[src/rtl/fifo_nword_fwft.sv]
// First-word-fall-through FIFO: a registered head word in front of a (words-1)-entry
// circular buffer, with fill level, almost flags, synchronous flush and sticky error flags.
module fifo_nword_fwft #(
    parameter int bits     = 8,
    parameter int words    = 4,
    parameter int af_level = 3,
    parameter int ae_level = 1
) (
    input  logic                       clk,
    input  logic                       reset_n,
    input  logic                       clear,
    input  logic                       shift_in,
    input  logic                       shift_out,
    input  logic [bits-1:0]            data_in,
    output logic [bits-1:0]            data_out,
    output logic                       fifo_not_empty,
    output logic                       fifo_full,
    output logic                       fifo_almost_full,
    output logic                       fifo_almost_empty,
    output logic [$clog2(words+1)-1:0] level,
    output logic                       overflow,
    output logic                       underflow
);
    localparam int DEPTH = words - 1;
    localparam int PW    = (DEPTH > 1) ? $clog2(DEPTH) : 1;
    localparam int LW    = $clog2(words + 1);

    logic [bits-1:0] mem_q [DEPTH];
    logic [bits-1:0] head_q, head_d;
    logic            head_vld_q, head_vld_d;
    logic [PW-1:0]   rd_ptr_q, rd_ptr_d, wr_ptr_q, wr_ptr_d;
    logic [LW-1:0]   level_q, level_d;
    logic            af_q, af_d, ae_q, ae_d;
    logic            ovf_q, ovf_d, udf_q, udf_d;
    logic            wr_en_s, rd_en_s, push_s, buf_nonempty_s, head_free_s;

    function automatic logic [PW-1:0] ptr_inc(input logic [PW-1:0] p);
        logic [PW-1:0] r;
        if (p == PW'(DEPTH - 1)) begin
            r = {PW{1'b0}};
        end else begin
            r = p + PW'(1);
        end
        return r;
    endfunction

    // Look-ahead full and accept qualification
    always_comb begin
        fifo_full      = (level_q == LW'(words)) && !shift_out;
        wr_en_s        = shift_in && !fifo_full;
        rd_en_s        = shift_out && head_vld_q;
        head_free_s    = !head_vld_q || rd_en_s;
        // Everything beyond the head sits in the buffer, so level minus head is the buffer count.
        buf_nonempty_s = level_q != {{(LW-1){1'b0}}, head_vld_q};
    end

    // Next-state: head refill/bypass, buffer push/pop, level and flags
    always_comb begin
        head_d     = head_q;
        head_vld_d = head_vld_q;
        rd_ptr_d   = rd_ptr_q;
        wr_ptr_d   = wr_ptr_q;
        push_s     = 1'b0;
        level_d    = level_q;
        ovf_d      = ovf_q;
        udf_d      = udf_q;
        if (clear) begin
            head_d     = {bits{1'b0}};
            head_vld_d = 1'b0;
            rd_ptr_d   = {PW{1'b0}};
            wr_ptr_d   = {PW{1'b0}};
            level_d    = {LW{1'b0}};
            ovf_d      = 1'b0;
            udf_d      = 1'b0;
        end else begin
            if (head_free_s) begin
                if (buf_nonempty_s) begin
                    head_d     = mem_q[rd_ptr_q];
                    head_vld_d = 1'b1;
                    rd_ptr_d   = ptr_inc(rd_ptr_q);
                    push_s     = wr_en_s;
                end else if (wr_en_s) begin
                    head_d     = data_in;
                    head_vld_d = 1'b1;
                end else begin
                    head_d     = {bits{1'b0}};
                    head_vld_d = 1'b0;
                end
            end else begin
                push_s = wr_en_s;
            end
            if (push_s) begin
                wr_ptr_d = ptr_inc(wr_ptr_q);
            end else begin
                wr_ptr_d = wr_ptr_q;
            end
            level_d = level_q + {{(LW-1){1'b0}}, wr_en_s} - {{(LW-1){1'b0}}, rd_en_s};
            ovf_d   = ovf_q | (shift_in && fifo_full);
            udf_d   = udf_q | (shift_out && !head_vld_q);
        end
        af_d = level_d >= LW'(af_level);
        ae_d = level_d <= LW'(ae_level);
    end

    // Control and head registers
    always_ff @(posedge clk or negedge reset_n) begin
        if (!reset_n) begin
            head_q     <= {bits{1'b0}};
            head_vld_q <= 1'b0;
            rd_ptr_q   <= {PW{1'b0}};
            wr_ptr_q   <= {PW{1'b0}};
            level_q    <= {LW{1'b0}};
            af_q       <= 1'b0;
            ae_q       <= 1'b1;
            ovf_q      <= 1'b0;
            udf_q      <= 1'b0;
        end else begin
            head_q     <= head_d;
            head_vld_q <= head_vld_d;
            rd_ptr_q   <= rd_ptr_d;
            wr_ptr_q   <= wr_ptr_d;
            level_q    <= level_d;
            af_q       <= af_d;
            ae_q       <= ae_d;
            ovf_q      <= ovf_d;
            udf_q      <= udf_d;
        end
    end

    // Buffer storage; contents need no reset
    always_ff @(posedge clk) begin
        if (push_s && !clear) begin
            mem_q[wr_ptr_q] <= data_in;
        end
    end

    assign data_out          = head_q;
    assign fifo_not_empty    = head_vld_q;
    assign fifo_almost_full  = af_q;
    assign fifo_almost_empty = ae_q;
    assign level             = level_q;
    assign overflow          = ovf_q;
    assign underflow         = udf_q;
endmodule

[config.mk]
export PLATFORM = sky130hd
export DESIGN_NAME = fifo_nword_fwft
export DESIGN_NICKNAME = d
export VERILOG_FILES = /design/src/rtl/fifo_nword_fwft.sv
export SDC_FILE = /design/constraint.sdc
export NUM_CORES = 1
export LEC_CHECK = 0
export CORE_ASPECT_RATIO = 0.9
export CORE_UTILIZATION = 53
export DETAILED_ROUTE_END_ITERATION = 7
export MAX_ROUTING_LAYER = met4
export PLACE_DENSITY = 0.86
export REMOVE_ABC_BUFFERS = 1
export SKIP_LAST_GASP = 1
export SLEW_MARGIN = 5
export SYNTH_ARGS = -nofsm -noshare
export SYNTH_HDL_FRONTEND = slang
export SYNTH_SLANG_ARGS = --single-unit
[constraint.sdc]
create_clock -name clk -period 3.15 [get_ports clk]
set_input_delay 0.7875 -clock clk [delete_from_list [all_inputs] [get_ports clk]]
set_output_delay 0.7875 -clock clk [all_outputs]
set_load 0.01 [all_outputs]
==> impl_metrics.csv <==
group,metric,value,unit
setup_path,cp.arrival,3.05,ns
yosys,synth.most_common_cell,"edfxtp_1",
clocking,cts_tree,"built",
yosys,netlist_instances,164,
clocking,hold_buffers,0,
floorplan,coreArea,0.003528,mm2
global_routing,grt_max_degree,21,
global_routing,antenna_found_initial,0,
global_routing,overflow,0,
route,drt-total-wl,4.100,mm
pwr,power_density,788.6,mW/mm2
timing,worst_pin_slew,1.283,ns
yosys,async_flop_share,45.45,%
placement,dp_hpwl,2.947,mm
clocking,post_cts_buffers,0,
timing,setup_viol,0,
floorplan,die_x,67.27,um
cells_and_area,areaGrowthSynthToFinish,21.61,%
timing,finalMaxSlewViolations,0,
yosys,ys_seq_elements,44,
yosys,synth-seq-area-share,60.16,%
global_routing,grt_first_pass_wirelength,6.603,mm
setup_path,r2r_slack,0.52,ns
cells_and_area,multi_input_area,706.9,um2
clocking,clockBufferDepth,2,
yosys,postSynthAreaPerCell,12.39,um2
yosys,synth_edf_count,24,
yosys,synthFlopType,"edfxtp_1",
timing,rsz0062_at_grt,"no",
cells_and_area,fillers,246,
floorplan,die_h,60.74,um
route,vias,1389,
yosys,yosysUniqueCellTypes,43,
timing,post-route-period-util,89.24,%
timing,hold_viol_final,0,
timing,slew-limit-headroom,13.83,%
yosys,synth_top_area_cell,"edfxtp_1",
setup_path,crit_type,"input port to flip-flop",
setup_path,end_kind,"flip-flop",
route,via_per_inst,5.716,
floorplan,start_util,57.59,%
clocking,clk_latency,0.30,ns
cells_and_area,regArea,0.001222,mm2
yosys,netlist_top_cells_area,"edfxtp_1 35%, dfrtp_1 23%, a21oi_1 4.4%, mux2i_1 3.9%, nand2_1 3.0%",
clocking,cts_sinks,44,
setup_path,start_kind,"input port",
floorplan,row_count,20,
pwr,p_leak,0.0009446,uW
clocking,htree_num_levels,2,
floorplan,dieArea,0.004086,mm2
cells_and_area,stdcell_count,243,
route,drt.antenna.violating_nets,0,
clocking,path_clk_slew,0.09,ns
placement,port_buffers,29,
cells_and_area,n_antenna_cell,0,
setup_path,cp_max_fo,3,
global_routing,track_usage,24.12,%
route,wl_per_cell,16.87,um
timing,period_needed,2.811,ns
clocking,cts_buffers,5,
yosys,yosysWarnings,0,
timing,setup_tns,0,ns
placement,dp.cells,235,
route,drtIter0Drc,121,
yosys,synth_top_area_share,35.47,%
cells_and_area,layout.nets,214,
route,firstDrtPassIters,4,
pwr,finalPower,1949,uW
floorplan,io_pins,30,
worst_hold_path,hold_path_class,"flip-flop to flip-flop",
timing,max_freq,355.7,MHz
flow_run,drv.max_cap_violation_count,0,
global_routing,first_global_vias,1399,
cells_and_area,drive_gt1_share,15.58,%
run_status,outcome,"complete, no violations",
pwr,ir_worst_vdd,0.4627,mV
clocking,cts_root_buffer,"clkbuf_8",
yosys,netlist_area,0.002032,mm2
timing,skew,0.01234,ns
yosys,synth.cells.most_frequent,"24 x edfxtp_1, 19 x dfrtp_1, 18 x a21oi_1",
timing,holdWs,0.5015,ns
route,drcViolationCount,0,
placement,gp_congestion,0.8442,
setup_path,cp.required,3.39,ns
==> flip-flops by register name, indices dropped and copies added (netlist names) <==
register and count:
mem_q 24, data_out 8, level 3, rd_ptr_q 2, wr_ptr_q 2, fifo_almost_empty 1, fifo_almost_full 1, fifo_not_empty 1
overflow 1, underflow 1
==> path summary, 6_finish.rpt <==
path / start / end / depth (start not counted)
setup reg to reg: level[2] / fifo_almost_full / 12
setup / recovery: shift_in / fifo_almost_full / 12
hold / removal: data_out[3] / data_out[3] / 2
max in group asynchronous: reset_n / wr_ptr_q[0] / 1
hold reg to reg: data_out[3] / data_out[3] / 2
min in group asynchronous: reset_n / level[1] / 1
==> where the power goes <==
part | internal (uW) | switching [uW] | total (uW) | leakage [uW]
registers | 721 | 150 | 871 | 0.000477
clock network | 239 | 201 | 439 | 0.0000548
logic | 341 | 298 | 638 | 0.000413
==> stage by stage <==
step	util, %	setup WS [ns]	cell area, um2
2_1_floorplan	-	0.3201	1943
3_3_place_gp	66.56	-0.08006	2349
3_5_place_dp	66.56	-0.2102	2349
4_1_cts	69.82	0.08002	2464
5_1_grt	70.04	0.1499	2471
6_report	70.04	0.3388	2471
==> cell usage in the layout (no fill, tap or decap), drive strengths merged, types with 2 or more instances in the layout <==
| cell | Yosys | routed |
|---|---|---|
| a21oi | 18 | 18 |
| a32oi | 2 | 2 |
| and2 | 2 | 2 |
| buf | 4 | 8 |
| clkbuf | 6 | 5 |
| clkdlybuf4s50 | 0 | 28 |
| dfrtp | 19 | 19 |
| edfxtp | 24 | 24 |
| ha | 2 | 2 |
| inv | 5 | 6 |
| mux2i | 8 | 8 |
| nand2 | 16 | 16 |
| nand2b | 2 | 2 |
| nor2 | 11 | 11 |
| nor2b | 3 | 3 |
| nor3 | 3 | 3 |
| nor4b | 2 | 2 |
| o21ai | 15 | 15 |
| or2 | 2 | 2 |
| or3 | 3 | 3 |
| or3b | 2 | 2 |
| xor2 | 2 | 2 |
==> critical path: stages <==
cell and delay (ns):
clkdlybuf4s50_1 0.49, nor2b_2 0.16, inv_1 0.05, ha_1 0.26, inv_1 0.06, ha_1 0.13, inv_1 0.05, fa_1 0.38
xor2_1 0.17, and2_1 0.19, nor3_2 0.22, a21o_1 0.12
==> cell families after synthesis <==
family,synth area share [%]
adders and majority gates,2.217
buffers and inverters,5.295
AOI/OAI and AO/OA,12.69
xor gates and xnor gates,0.8622
muxes,4.495
DFF,60.16
and+or+nand+nor,14.29
==> repair_timing <==
action,4_1_cts,5_1_grt
endpoints found under the hold margin,0,0
endpoints found under the setup margin,0,3
gates resized for setup,0,2
==> per-layer routing <==
metal  wire length (um)  vias up  global-route usage [%]
li1                   -      653                       -
met4                 90        0                   14.89
met5                  0        -                       -
met2               2057       43                   39.29
met1               1750      685                   27.68
met3                202        8                   4.511
==> final cells by class <==
cell class | count | area share (%)
multi-input combinational | 105 | 28.61
sequential | 44 | 49.47
timing repair buffer | 37 | 14.28
tap | 44 | 2.228
clock buffer | 5 | 2.785
inverter | 5 | 0.7595
clock inverter | 3 | 1.873
(Power assumes the default switching activity.)
